`src/rtl/discr_cmd_pkg.sv`:
```
// discr_cmd_pkg: register map, ctrl bit layout and FSM states
// shared by the discrete-command sequencer and its bus engine.
package discr_cmd_pkg;

    localparam logic [1:0] REG_CTRL   = 2'd0;
    localparam logic [1:0] REG_STATUS = 2'd1;
    localparam logic [1:0] REG_INT    = 2'd2;
    localparam logic [1:0] REG_MASK   = 2'd3;

    localparam int CTRL_VWET    = 0;
    localparam int CTRL_THS_INT = 1;
    localparam int CTRL_THS_SEL = 2;
    localparam int CTRL_SENSE   = 3;

    localparam int ADDR_MSB = 31;
    localparam int ADDR_LSB = 27;

    typedef enum logic [2:0] {
        INIT_CTRL,
        INIT_MASK,
        IDLE,
        WR_CTRL,
        WR_MASK,
        RD_INT,
        RD_STAT,
        PUBLISH
    } seq_state_t;

    typedef enum logic [1:0] {
        TXN_IDLE,
        TXN_REQ,
        TXN_RDV
    } txn_state_t;

    // cfg nibble {sense, ths_sel, ths_int, vwet} placed in reg 0
    function automatic logic [31:0] ctrl_word(input logic [3:0] c);
        ctrl_word = '0;
        ctrl_word[CTRL_VWET]    = c[0];
        ctrl_word[CTRL_THS_INT] = c[1];
        ctrl_word[CTRL_THS_SEL] = c[2];
        ctrl_word[CTRL_SENSE]   = c[3];
    endfunction

endpackage

```
`src/rtl/discr_avm_txn.sv`:
```
// discr_avm_txn: one Avalon-MM read or write at a time,
// with a per-phase stall/readdatavalid timeout.
module discr_avm_txn #(
    parameter int TIMEOUT = 255
) (
    input  logic        clk,
    input  logic        reset,
    input  logic        start,
    input  logic        rnw,
    input  logic [1:0]  addr,
    input  logic [31:0] wdata,
    output logic        done,
    output logic [31:0] rdata,
    output logic        timeout,
    output logic [1:0]  avm_address,
    output logic        avm_read,
    output logic        avm_write,
    output logic [31:0] avm_writedata,
    input  logic        avm_waitrequest,
    input  logic        avm_readdatavalid,
    input  logic [31:0] avm_readdata
);
    import discr_cmd_pkg::*;

    localparam int CW = $clog2(TIMEOUT + 1);

    txn_state_t      st;
    logic [CW-1:0]   cnt;
    logic            phase_end;

    assign phase_end = (cnt == CW'(TIMEOUT - 1));

    // request/accept/readdatavalid handshake with phase timeout
    always_ff @(posedge clk or posedge reset) begin
        if (reset) begin
            st            <= TXN_IDLE;
            cnt           <= '0;
            done          <= 1'b0;
            timeout       <= 1'b0;
            rdata         <= '0;
            avm_address   <= '0;
            avm_read      <= 1'b0;
            avm_write     <= 1'b0;
            avm_writedata <= '0;
        end else begin
            done    <= 1'b0;
            timeout <= 1'b0;
            unique case (st)
                TXN_IDLE: begin
                    if (start) begin
                        avm_address   <= addr;
                        avm_writedata <= wdata;
                        avm_read      <= rnw;
                        avm_write     <= ~rnw;
                        cnt           <= '0;
                        st            <= TXN_REQ;
                    end
                end
                TXN_REQ: begin
                    if (!avm_waitrequest) begin
                        avm_read  <= 1'b0;
                        avm_write <= 1'b0;
                        cnt       <= '0;
                        if (avm_read) begin
                            st <= TXN_RDV;
                        end else begin
                            done <= 1'b1;
                            st   <= TXN_IDLE;
                        end
                    end else if (phase_end) begin
                        avm_read  <= 1'b0;
                        avm_write <= 1'b0;
                        timeout   <= 1'b1;
                        st        <= TXN_IDLE;
                    end else begin
                        cnt <= cnt + 1'b1;
                    end
                end
                TXN_RDV: begin
                    if (avm_readdatavalid) begin
                        rdata <= avm_readdata;
                        done  <= 1'b1;
                        st    <= TXN_IDLE;
                    end else if (phase_end) begin
                        timeout <= 1'b1;
                        st      <= TXN_IDLE;
                    end else begin
                        cnt <= cnt + 1'b1;
                    end
                end
                default: st <= TXN_IDLE;
            endcase
        end
    end

endmodule

```
`src/rtl/discr_cmd_sequencer.sv`:
```
// discr_cmd_sequencer: configures and services one discrete-input
// slave. Define DC_POLL_TIMER_EN for periodic forced polls.
module discr_cmd_sequencer #(
    parameter int COUNT       = 27,
    parameter int TIMEOUT     = 255,
    parameter int POLL_PERIOD = 50000
) (
    input  logic             clk,
    input  logic             reset,
    input  logic [3:0]       cfg_ctrl,
    input  logic [COUNT-1:0] cfg_mask,
    input  logic             cfg_valid,
    output logic [1:0]       avm_address,
    output logic             avm_read,
    output logic             avm_write,
    output logic [31:0]      avm_writedata,
    input  logic             avm_waitrequest,
    input  logic             avm_readdatavalid,
    input  logic [31:0]      avm_readdata,
    input  logic             irq_in,
    output logic             snap_valid,
    output logic [COUNT-1:0] snap_status,
    output logic [COUNT-1:0] snap_int,
    output logic [4:0]       snap_addr,
    output logic             busy,
    output logic             err_timeout,
    input  logic             err_clr
);
    import discr_cmd_pkg::*;

    if (COUNT < 1 || COUNT > 27 || TIMEOUT < 1 || POLL_PERIOD < 1)
    begin : g_bad_cfg
        $error("discr_cmd_sequencer: bad parameter value");
    end

    seq_state_t       state;
    logic             start;
    logic             txn_done;
    logic             txn_timeout;
    logic             rnw;
    logic [1:0]       addr;
    logic [31:0]      wdata;
    logic [31:0]      rdata;
    logic [3:0]       ctrl_q;
    logic [COUNT-1:0] mask_q;
    logic [COUNT-1:0] int_q;
    logic             cfg_pend;
    logic             irq_pend;
    logic             poll_pend;
    logic             go_cfg;
    logic             go_rd;

    assign go_cfg = (state == IDLE) & cfg_pend;
    assign go_rd  = (state == IDLE) & ~cfg_pend & (irq_pend | poll_pend);

    // register address and write data for the current bus state
    always_comb begin
        rnw   = 1'b0;
        addr  = REG_CTRL;
        wdata = '0;
        unique case (1'b1)
            (state == INIT_MASK): addr = REG_MASK;
            (state == WR_CTRL):   wdata = ctrl_word(ctrl_q);
            (state == WR_MASK): begin
                addr  = REG_MASK;
                wdata = {{(32-COUNT){1'b0}}, mask_q};
            end
            (state == RD_INT): begin
                rnw  = 1'b1;
                addr = REG_INT;
            end
            (state == RD_STAT): begin
                rnw  = 1'b1;
                addr = REG_STATUS;
            end
            default: ;
        endcase
    end

    // pending work flags; a new request wins over the entry clear
    always_ff @(posedge clk or posedge reset) begin
        if (reset) begin
            cfg_pend <= 1'b0;
            irq_pend <= 1'b0;
            ctrl_q   <= '0;
            mask_q   <= '0;
        end else begin
            cfg_pend <= cfg_valid | (cfg_pend & ~go_cfg);
            irq_pend <= irq_in | (irq_pend & ~go_rd);
            if (cfg_valid) begin
                ctrl_q <= cfg_ctrl;
                mask_q <= cfg_mask;
            end
        end
    end

`ifdef DC_POLL_TIMER_EN
    localparam int PW = $clog2(POLL_PERIOD + 1);

    logic [PW-1:0] poll_cnt;
    logic          poll_hit;

    assign poll_hit = (poll_cnt == PW'(POLL_PERIOD - 1));

    // free-running poll timer, restarted by every snapshot
    always_ff @(posedge clk or posedge reset) begin
        if (reset) begin
            poll_cnt  <= '0;
            poll_pend <= 1'b0;
        end else begin
            poll_pend <= poll_hit | (poll_pend & ~go_rd);
            if (state == PUBLISH || poll_hit) begin
                poll_cnt <= '0;
            end else begin
                poll_cnt <= poll_cnt + 1'b1;
            end
        end
    end
`else
    assign poll_pend = 1'b0;
`endif

    // sequencer FSM; start resets high so init begins at once
    always_ff @(posedge clk or posedge reset) begin
        if (reset) begin
            state       <= INIT_CTRL;
            start       <= 1'b1;
            busy        <= 1'b1;
            err_timeout <= 1'b0;
            int_q       <= '0;
            snap_valid  <= 1'b0;
            snap_status <= '0;
            snap_int    <= '0;
            snap_addr   <= '0;
        end else begin
            start      <= 1'b0;
            snap_valid <= 1'b0;
            if (txn_timeout) begin
                err_timeout <= 1'b1;
            end else if (err_clr) begin
                err_timeout <= 1'b0;
            end
            if (txn_timeout) begin
                state <= IDLE;
                busy  <= 1'b0;
            end else begin
                unique case (state)
                    INIT_CTRL: begin
                        if (txn_done) begin
                            state <= INIT_MASK;
                            start <= 1'b1;
                        end
                    end
                    INIT_MASK, WR_MASK: begin
                        if (txn_done) begin
                            state <= IDLE;
                            busy  <= 1'b0;
                        end
                    end
                    IDLE: begin
                        if (go_cfg) begin
                            state <= WR_CTRL;
                            start <= 1'b1;
                            busy  <= 1'b1;
                        end else if (go_rd) begin
                            state <= RD_INT;
                            start <= 1'b1;
                            busy  <= 1'b1;
                        end
                    end
                    WR_CTRL: begin
                        if (txn_done) begin
                            state <= WR_MASK;
                            start <= 1'b1;
                        end
                    end
                    RD_INT: begin
                        if (txn_done) begin
                            int_q <= rdata[COUNT-1:0];
                            state <= RD_STAT;
                            start <= 1'b1;
                        end
                    end
                    RD_STAT: begin
                        if (txn_done) begin
                            state <= PUBLISH;
                        end
                    end
                    PUBLISH: begin
                        snap_status <= rdata[COUNT-1:0];
                        snap_addr   <= rdata[ADDR_MSB:ADDR_LSB];
                        snap_int    <= int_q;
                        snap_valid  <= 1'b1;
                        state       <= IDLE;
                        busy        <= 1'b0;
                    end
                    default: begin
                        state <= IDLE;
                        busy  <= 1'b0;
                    end
                endcase
            end
        end
    end

    discr_avm_txn #(
        .TIMEOUT(TIMEOUT)
    ) u_txn (
        .clk              (clk),
        .reset            (reset),
        .start            (start),
        .rnw              (rnw),
        .addr             (addr),
        .wdata            (wdata),
        .done             (txn_done),
        .rdata            (rdata),
        .timeout          (txn_timeout),
        .avm_address      (avm_address),
        .avm_read         (avm_read),
        .avm_write        (avm_write),
        .avm_writedata    (avm_writedata),
        .avm_waitrequest  (avm_waitrequest),
        .avm_readdatavalid(avm_readdatavalid),
        .avm_readdata     (avm_readdata)
    );

endmodule
```
`config.mk`:
```
export PLATFORM = sky130hd
export DESIGN_NAME = discr_cmd_sequencer
export DESIGN_NICKNAME = d
export VERILOG_FILES = /design/src/rtl/discr_cmd_pkg.sv /design/src/rtl/discr_avm_txn.sv /design/src/rtl/discr_cmd_sequencer.sv
export SDC_FILE = /design/constraint.sdc
export NUM_CORES = 1
export LEC_CHECK = 0
export ABC_AREA = 1
export CORE_ASPECT_RATIO = 0.75
export CORE_MARGIN = 5
export CORE_UTILIZATION = 46
export DETAILED_ROUTE_END_ITERATION = 16
export PLACE_DENSITY_LB_ADDON = 0.3
export SYNTH_ARGS = -nofsm -noshare
export SYNTH_HDL_FRONTEND = slang
export SYNTH_SLANG_ARGS = --single-unit
```
`constraint.sdc`:
```
create_clock -name clk -period 6.15 [get_ports clk]
set_input_delay 0.615 -clock clk [delete_from_list [all_inputs] [get_ports clk]]
set_output_delay 0.615 -clock clk [all_outputs]
set_load 0.1 [all_outputs]
```
---- After elaboration in Yosys (flattened, before gate mapping) ----
Cells that the tools add are included.
word-level totals
  register bits ........................... 206
  bits of input ports ..................... 70
  output and inout port bits .............. 98
  word-level logic and storage cells ...... 122
cells by class
  $add $sub $neg .......................... 1
  equality and inequality tests ........... 19
  muxes and demuxes ....................... 51
  bitwise operators ....................... 12
  reduce and logical (&&, ||, !) cells .... 17
operator list
  operator                                                                  number
  27-bit case mux with 2 select lines                                       1
  8-bit two-way mux                                                         4
  3-bit two-way mux                                                         8
  8-bit case mux with 3 select lines                                        1
  1-bit two-way mux                                                         23
  3-bit case mux with 7 select lines                                        1
  3-bit by 1-bit inequality test with 1-bit output (second input constant)  5
  3-bit == test (second input constant)                                     4
  2-bit case mux with 3 select lines                                        2
  3-bit AND reduction                                                       4
  2-bit two-way mux                                                         5
  1-bit case mux with 2 select lines                                        5
  8-bit by 1-bit adder with 8-bit output (second input constant)            1
  8-bit == test (second input constant)                                     1
  3-bit by 2-bit == test with 1-bit output (second input constant)          2
  2-bit AND reduction                                                       3
  6-bit AND reduction                                                       1
  1-bit AND                                                                 5
  1-bit inverter                                                            5
  2-bit inequality test (second input constant)                             2
  4-bit by 3-bit inequality test with 1-bit output (second input constant)  1
  2-bit nonzero test                                                        2
  4-bit nonzero test                                                        1
  2-bit OR reduction                                                        2
  other kinds (10)                                                          11

---- Longest topological paths before layout ----
Gate-level depths: netlist of run 1.
  word-level depth ........................ 7
  depth in mapped cells ................... 11
  gate-level depth less buffers ........... 11

---- By module ----
Synthesis of run 1 repeated with hierarchy kept, for this count alone.
unflattened totals
  cell total of the unflattened synthesis .. 865
  area total of the unflattened synthesis .. 8,735.9 µm²
modules (own cells, without submodules)
  module               instances  cells an instance  area an instance (µm²)  sequential area each (µm²)
  discr_cmd_sequencer  1          593                5,223.8                 3,155.5
  discr_avm_txn        1          272                3,512.1                 2,001.9

---- Least setup slack after synthesis of run 1 ----
OpenSTA, ideal clock, no wires.
  path type ............................... reg2out
  start point ............................. register u_txn.avm_read
  end point ............................... output avm_read
  data arrival time ....................... 923 ps
  data required time ...................... 5,535 ps
  path slack .............................. 4,612 ps
  cell stages (with the launch flop) ...... 1
  path buffers ............................ 0
  cell sequence ........................... dfrtp_1
RTL lines
  element                   line                       RTL
  start: declaration        discr_avm_txn.sv:16        output logic avm_read,
  start signal: assignment  discr_avm_txn.sv:53        avm_read <= rnw;
  end: declaration          discr_cmd_sequencer.sv:14  output logic avm_read,
No word-level cell between the ends.

---- Worst setup path after layout of run 1 ----
  start point ............................. register busy
  end point ............................... output busy
RTL lines
  element                   line                        RTL
  start: declaration        discr_cmd_sequencer.sv:25   output logic busy,
  start signal: assignment  discr_cmd_sequencer.sv:128  busy <= 1'b1;
  start signal: assignment  discr_cmd_sequencer.sv:145  busy <= 1'b0;
  start signal: assignment  discr_cmd_sequencer.sv:157  busy <= 1'b0;
No word-level cell between the ends.

==> results of run 1 <==
cells in the mapped netlist:
cell,instances
nand3_1,18
clkbuf_1,25
nand3b_1,1
dfrtp_1,199
buf_4,7
dfstp_2,2
and3_1,1
o21ai_1,30
ha_1,6
a21oi_1,3
nor3_4,1
o21bai_1,1
a21o_1,1
a211oi_1,2
nor2_4,1
buf_2,7
inv_2,3
clkinv_1,1
buf_1,2
a21boi_0,1
buf_6,5
inv_1,102
nand3_2,2
conb_1,1
nor3_1,1
nand4_1,4
o21ai_0,112
nand2_1,300
a31oi_1,1
o22ai_1,4
o31ai_1,24
nor2_1,18
final cells by class:
cell class	count	area (µm²)	share of cell area
clock buffers	30	619	0.0585
inverters	106	407	0.0384
repair buffers	166	1650	0.156
flip-flops and latches	201	5030	0.475
multi-input cells	537	2440	0.231
clock inverters	7	138	0.0130
well taps	242	303	0.0286
registers in the layout, indices dropped and copies added, names as in the netlist, 2 cells and up:
name / count
u_txn.rdata: 32
int_q: 27
mask_q: 27
snap_int: 27
snap_status: 27
u_txn.avm_writedata: 27
u_txn.cnt: 8
snap_addr: 5
ctrl_q: 4
state: 3
u_txn.avm_address: 2
u_txn.st: 2
per-layer routing:
metal | GRT usage | share of wire
met5 | 0 | 0
met4 | 0.0330 | 0.016
met3 | 0.0365 | 0.055
met2 | 0.278 | 0.47
met1 | 0.259 | 0.46
per-stage QoR:
stage	std cells	power, W	hold WS (ns)	area, µm²
after floorplan	890	0.00143	0.449	8120
after global placement	1252	0.00148	0.456	9830
after detailed placement	1252	0.00149	0.459	9830
after CTS	1289	0.00285	0.474	10600
after global routing	1289	0.00291	0.485	10600
final	1289	0.00282	0.472	10600
cells by family after synthesis:
| kind of cell | synth area share |
|---|---|
| other | 0.000463 |
| AND/OR/NAND/NOR | 0.170 |
| adder cells (fa/ha/maj) | 0.00926 |
| buffers and inverters | 0.0794 |
| AO/OA/AOI/OAI | 0.120 |
| flip-flops | 0.621 |
report_power, final:
group          leakage, nW  internal, W  switching, W
Sequential            2.60      0.00134    0.00000471
Combinational         2.02    0.0000473     0.0000672
Clock                0.370     0.000866      0.000492
Total                 4.99      0.00225      0.000564
worst max-delay path by stage:
stage          depth (start not counted)         startpoint                          end  slack (ns)
2_1_floorplan                          1              reset           cfg_pend$_DFF_PP0_        0.06
3_3_place_gp                           6  avm_readdatavalid  u_txn.rdata[19]$_DFFE_PP0P_        3.56
3_5_place_dp                           6  avm_readdatavalid  u_txn.rdata[29]$_DFFE_PP0P_        3.46
4_1_cts                                1   busy$_DFFE_PP1P_                         busy        3.35
5_1_grt                                1   busy$_DFFE_PP1P_                         busy        3.34
6_report                               1   busy$_DFFE_PP1P_                         busy        3.38
tightest hold or removal path, cell delays in order (launching register included):
cell     delay (ns)
dfrtp_1        0.34
nand2_1        0.06
nand2_1        0.05
==> results_dict.tcl, run 1 <==
set metrics [dict create \
    wl_per_cell_um 14.1 \
    synth.distinct_cells 32 \
    path_cells "clkdlybuf4s50_1" \
    h-tree-depth 1 \
    netlist.area_leader.share 0.614 \
    setup_slack_ns 3.38 \
    cts_tree "yes" \
    fin_setup_tns_ns 0 \
    layout_commonest_cell "nand2_1" \
    nets 1109 \
    place_ws_ns 3.46 \
    cts_inserted_buffers 21 \
    avgSynthCellArea_um2 9.15 \
    worst-slew-pin-transition_ns 1.06 \
    ir_drop_mv 0.140 \
    fin_skew_ns 0.00741 \
    critPathRequiredTime_ns 5.53 \
    die-area_um2 20400 \
    synth_cells 886 \
    r2r_slack_ns 3.80 \
    die_w_um 163 \
    antenna_found_initial 0 \
    grt_pass1_wl_um 30000 \
    cp_top_family "buffers and inverters" \
    hold_violations 0 \
    clock_sinks 201 \
    die_h_um 125 \
    cts_buffer_depth 3 \
    globalRoute.totalOverflow 0 \
    end_kind "primary output" \
    crit_arrival_ns 2.16 \
    min_period_over_period 0.450 \
    max_stage_delay_ns 1.13 \
    cp-start-kind "flip-flop" \
    insertedDiodeCount 0 \
    wirelength_um 18200 \
    clock_latency_ns 0.47 \
    whs_path_depth 2 \
    period_needed_ns 2.77 \
    min_from "snap_status[9]$_DFFE_PP0P_" \
    synthToLayoutAreaGrowth_pct 30.7 \
    io_pins 168 \
    drtIter0Drc 594 \
    dp_hpwl_um 12100 \
    worstHoldEndpoint "snap_status[9]$_DFFE_PP0P_" \
    status "finished, final reports clean" \
    synth_area_um2 8100 \
    post_cts_resize_count 0 \
    yosys.area.top_type "dfrtp_1" \
    regToRegStartpoint "u_txn.st[0]$_DFFE_PP0N_" \
    hold_class "flip-flop to flip-flop" \
    synthTopCellsByArea "dfrtp_1 61%, nand2_1 14%, o21ai_0 6.9%" \
    nFillCells 1503 \
    timing.rr.end "u_txn.rdata[24]$_DFFE_PP0P_" \
    cts.clk_slew.worst_paths_ns 0.06 \
    crit_fanout 2 \
    drcViolationCount 0 \
    cap_violations 0 \
    rsz0062_at_grt "false" \
    drv_slew 0 \
    drt-vias-per-instance 4.77 \
    finalCoreUtilization 0.605 \
    synth_warnings 0 \
    gr-usage-all-layers 0.177 \
    grt_pass1_vias 5937 \
    drive_gt1_frac 0.0468 \
    gp_congestion 0.798 \
    critPathBufInv 1 \
    grt_max_degree 160 \
    port_buffers 162 \
    cpMaxStageDelayCell "clkdlybuf4s50_1" \
    fmax_ghz 0.361 \
    final_cell_mix "300 x nand2_1, 199 x dfrtp_1, 161 x clkdlybuf4s50_1" \
    relSlewSlack 0.289 \
    vias 6151 \
    yosysSeqAreaShare 0.621 \
    fp.coreArea_um2 17500 \
    p_leak_nw 4.99 \
    cts_setup_buffers 0 \
    rows 42 \
    power_density_nw_per_um2 266 \
    root_buffer "clkbuf_16" \
    synth-seq-cells 201 \
    antenna_left 0 \
    start_util 0.463 \
    firstDrtPassIters 5 \
    finalSetupViolCount 0 \
    holdBufCountCts 0 \
    reg2regPathDepth 7 \
    critical_path_class "flip-flop to primary output" \
]
(Power assumes the default switching activity.)
==> run 2, diff against run 1 <==
- clock period: 6.15 -> 2.5 ns (I/O delays scaled with it)
==> results_dict.tcl, run 2 (same netlist as run 1, synthesis figures left out) <==
set metrics [dict create \
    grt_pass1_wl_um 30000 \
    power_density_nw_per_um2 652 \
    die-area_um2 20400 \
    layout_commonest_cell "nand2_1" \
    drt-vias-per-instance 4.79 \
    min_period_over_period 0.769 \
    hold_class "input port to asynchronous set/reset pin" \
    worst-slew-pin-transition_ns 1.02 \
    drive_gt1_frac 0.149 \
    cts_tree "yes" \
    finalSetupViolCount 0 \
    maxUsedRoutingLayer "met4" \
    largest_register_ffs 32 \
    ir_drop_mv 0.561 \
    finalCoreUtilization 0.600 \
    fin_skew_ns 0.0108 \
    holdBufCountCts 0 \
    nets 1123 \
    h-tree-depth 1 \
    end_kind "flip-flop" \
    start_util 0.463 \
    cts_inserted_buffers 21 \
    cp-start-kind "flip-flop" \
    critPathRequiredTime_ns 2.91 \
    drv_slew 0 \
    port_buffers 162 \
    cap_violations 0 \
    critical_path_class "flip-flop to flip-flop" \
    wl_per_cell_um 14.0 \
    grt_max_degree 107 \
    nFillCells 1493 \
    crit_arrival_ns 2.33 \
    cts_buffer_depth 3 \
    relSlewSlack 0.318 \
    vias 6243 \
    synthToLayoutAreaGrowth_pct 29.5 \
    io_pins 168 \
    firstDrtPassIters 5 \
    wirelength_um 18200 \
    cts.clk_slew.worst_paths_ns 0.06 \
    status "finished, final reports clean" \
    route.met2.wl_um 8300 \
    crit_fanout 7 \
    p_leak_nw 5.26 \
    rsz0062_at_grt "false" \
    reg2regPathDepth 11 \
    cts_setup_buffers 0 \
    fp.coreArea_um2 17500 \
    regMostFlops "u_txn.rdata" \
    fmax_ghz 0.520 \
    period_needed_ns 1.92 \
    root_buffer "clkbuf_16" \
    insertedDiodeCount 0 \
    rows 42 \
    final_cell_mix "300 x nand2_1, 199 x dfrtp_1, 112 x o21ai_0" \
    die_h_um 125 \
    grt_pass1_vias 6001 \
    dp_hpwl_um 12700 \
    finalPower_w 0.00684 \
    gp_congestion 0.862 \
    gr-usage-all-layers 0.178 \
    globalRoute.totalOverflow 0 \
    wl_met1_um 8640 \
    antenna_left 0 \
    clock_sinks 201 \
    antenna_found_initial 0 \
    hold_violations 0 \
    drcViolationCount 0 \
    clock_latency_ns 0.49 \
    post_cts_resize_count 0 \
    met3_length_um 896 \
    die_w_um 163 \
    drtIter0Drc 376 \
]
## run 2: cell count changes in the layout (fill, tap and decap cells not counted)
cell             change
clkbuf_8             +1
buf_4              +102
inv_6                +2
bufinv_16            -2
clkdlybuf4s50_1     -93
clkinvlp_4           +1
clkbuf_1             -2
buf_12               +5
## run 2: worst paths after layout
check                      slack [ns]               startpoint                                   to
hold / removal                   0.21                    reset           snap_status[5]$_DFFE_PP0P_
min in group clk                 0.29         avm_readdata[10]          u_txn.rdata[10]$_DFFE_PP0P_
setup / recovery                 0.58  u_txn.st[1]$_DFFE_PP0N_             u_txn.cnt[3]$_DFFE_PP0P_
hold reg to reg                  0.47         busy$_DFFE_PP1P_                     busy$_DFFE_PP1P_
setup reg to reg                 0.58  u_txn.st[1]$_DFFE_PP0N_             u_txn.cnt[3]$_DFFE_PP0P_
max in group asynchronous        1.61                    reset  u_txn.avm_writedata[17]$_DFFE_PP0P_
## run 2: power breakdown
part	internal [W]	switching, W
clock	0.00197	0.00126
sequential	0.00330	0.0000111
combinational	0.000136	0.000167
## run 2: layout make-up
cell class                 instances  area [µm²]  share of cell area
clock buffer                      29         626              0.0596
sequential                       201        5030               0.479
clock inverter                     8         106              0.0101
tap                              242         303              0.0289
inverter                         106         403              0.0384
timing repair buffer             180        1580               0.151
multi-input combinational        537        2440               0.233
## run 2: stage by stage
step | setup TNS (ns) | instance area [µm²] | hold WS, ns | setup WS, ns | instances
finish | 0 | 10500 | 0.207 | 0.578 | 1303
detailed placement | 0 | 9760 | 0.461 | 0.567 | 1266
global route | 0 | 10500 | 0.234 | 0.372 | 1303
global placement | 0 | 9760 | 0.459 | 0.645 | 1266
floorplan | -69.79 | 8120 | 0.359 | -0.351 | 890
CTS | 0 | 10500 | 0.214 | 0.582 | 1303
## run 2: critical path, cell delays in order, from the launching register on
cell and delay, ns:
dfrtp_1 0.43, inv_1 0.09, ha_1 0.21, inv_1 0.08, nor2_1 0.06, nor2_1 0.18, nand2_1 0.16, inv_1 0.21
nand2_1 0.09, inv_1 0.17, nand2_1 0.08, o21ai_0 0.07
## run 2: metal layers
metal	vias up	GRT usage
met2	148	0.266
met1	2950	0.271
met4	0	0.0424
met5	-	0
li1	3119	-
met3	26	0.0332
==> run 3, diff against run 2 <==
- CORE_UTILIZATION: 46 -> 51
- clock period: 2.5 -> 1.8 ns (I/O delays scaled with it)
==> results_dict.tcl, run 3 (same netlist as run 1, synthesis figures left out) <==
set metrics [dict create \
    drive_gt1_frac 0.147 \
    root_buffer "clkbuf_16" \
    h-tree-depth 1 \
    cp-start-kind "flip-flop" \
    wl_per_cell_um 14.4 \
    p_leak_nw 5.21 \
    power_density_nw_per_um2 862 \
    wirelength_um 18200 \
    drv_slew 0 \
    largest_register_ffs 32 \
    rows 39 \
    status "finished, final reports clean" \
    grt_pass1_vias 6025 \
    end_kind "flip-flop" \
    holdBufCountCts 0 \
    die_h_um 119 \
    fmax_ghz 0.606 \
    critPathRequiredTime_ns 2.16 \
    min_period_over_period 0.917 \
    max_stage_delay_ns 0.41 \
    cts_tree "yes" \
    cp_top_family "simple AND/OR/NAND/NOR gates" \
    regMostFlops "u_txn.rdata" \
    start_util 0.526 \
    critical_path_class "flip-flop to flip-flop" \
    drcViolationCount 0 \
    io_pins 168 \
    drtIter0Drc 464 \
    fin_setup_tns_ns 0 \
    globalRoute.totalOverflow 0 \
    nets 1119 \
    synthToLayoutAreaGrowth_pct 28.3 \
    cts_inserted_buffers 20 \
    fin_skew_ns 0.00733 \
    vias 6305 \
    fp.coreArea_um2 15400 \
    clock_latency_ns 0.48 \
    rsz0062_at_grt "false" \
    cpMaxStageDelayCell "dfrtp_1" \
    grt_pass1_wl_um 30500 \
    whs_ns 0.122 \
    setup_slack_ns 0.150 \
    insertedDiodeCount 0 \
    crit_arrival_ns 2.01 \
    finalSetupViolCount 0 \
    die-area_um2 18500 \
    antenna_found_initial 0 \
    cts.clk_slew.worst_paths_ns 0.06 \
    cap_violations 0 \
    gp_congestion 0.814 \
    cp_common_cell "nand2_1" \
    hold_class "input port to asynchronous set/reset pin" \
    port_buffers 162 \
    die_w_um 156 \
    firstDrtPassIters 5 \
    place_ws_ns 0.00286 \
    antenna_left 0 \
    drt-vias-per-instance 5.00 \
    stdcell_area_um2 10400 \
    seq_area_um2 5030 \
    path_cells "inv_1, ha_1, inv_1, nor2_2, nor2_2, nand2_1, inv_2, nand2_1, inv_2, nand2_1, o21ai_0" \
    crit_fanout 7 \
    dp_hpwl_um 12400 \
    cts_buffer_depth 3 \
    hold_violations 0 \
    final_cell_mix "298 x nand2_1, 199 x dfrtp_1, 112 x o21ai_0" \
    critPathBufInv 4 \
    dp_cells 1225 \
    ir_drop_mv 0.691 \
    multi_input_area_um2 2450 \
    period_needed_ns 1.65 \
    grt_max_degree 107 \
    layout_commonest_cell "nand2_1" \
    placed_area_um2 9750 \
    fin_cells 1262 \
    nFillCells 1203 \
    clock_sinks 201 \
    gr-usage-all-layers 0.196 \
]
==> run 3: cell types whose count changed in the layout (fill, tap and decap cells not counted), moves of 2 or more <==
cell and delta:
nand2_1 -2, buf_12 +5, inv_6 -2, clkinv_2 +2
nor2_2 +2, nand2_2 +2, inv_2 +3, bufinv_16 -2
nor2_1 -2, clkbuf_1 +5, clkbuf_8 -3, inv_1 -2
buf_4 -8
==> run 3: per-layer routing <==
metal	global-route usage	routed length (µm)
met2	0.298	8190
met5	0	0
met3	0.0366	1170
met1	0.299	8620
met4	0.0372	225
==> run 3: worst paths after layout <==
check | startpoint | depth (start not counted) | slack [ns] | to
min reg2reg | snap_status[9]$_DFFE_PP0P_ | 2 | 0.47 | snap_status[9]$_DFFE_PP0P_
max reg2reg | u_txn.st[0]$_DFFE_PP0N_ | 11 | 0.15 | u_txn.cnt[4]$_DFFE_PP0P_
min | reset | 3 | 0.12 | u_txn.rdata[5]$_DFFE_PP0P_
min in group clk | cfg_valid | 3 | 0.15 | mask_q[18]$_DFFE_PP0P_
max | u_txn.st[0]$_DFFE_PP0N_ | 11 | 0.15 | u_txn.cnt[4]$_DFFE_PP0P_
max in group asynchronous | reset | 3 | 1.19 | start$_DFF_PP1_
==> run 3: timing repair <==
item	in CTS	in global routing
setup buffers	0	1
endpoints found under the setup margin	1	10
pin swaps	0	0
gates resized for setup	1	4
==> run 3: layout make-up <==
| type | instances | share of cell area |
|---|---|---|
| flip-flops and latches | 201 | 0.484 |
| multi-input cells | 537 | 0.236 |
| repair buffers | 177 | 0.156 |
| clock buffers | 31 | 0.0580 |
| inverters | 106 | 0.0386 |
| well taps | 205 | 0.0247 |
| clock inverters | 5 | 0.00241 |
==> run 3: metrics by stage <==
| step | total power [W] | utilization |
|---|---|---|
| 6_report | 0.00896 | 0.674 |
| 5_1_grt | 0.00930 | 0.674 |
| 4_1_cts | 0.00906 | 0.673 |
| 3_5_place_dp | 0.00509 | 0.632 |
| 3_3_place_gp | 0.00509 | 0.632 |
| 2_1_floorplan | 0.00488 | - |
==> run 3: power by group <==
group          internal (W)  switching (W)  total (W)
logic              0.000181       0.000229   0.000409
clock network       0.00231        0.00165    0.00396
registers           0.00458      0.0000157    0.00460
total               0.00707        0.00189    0.00896
==> run 3: tightest hold or removal path, delay by kind of cell <==
kind | cells | cell delay (ns)
buf+inv | 3 | 0.76
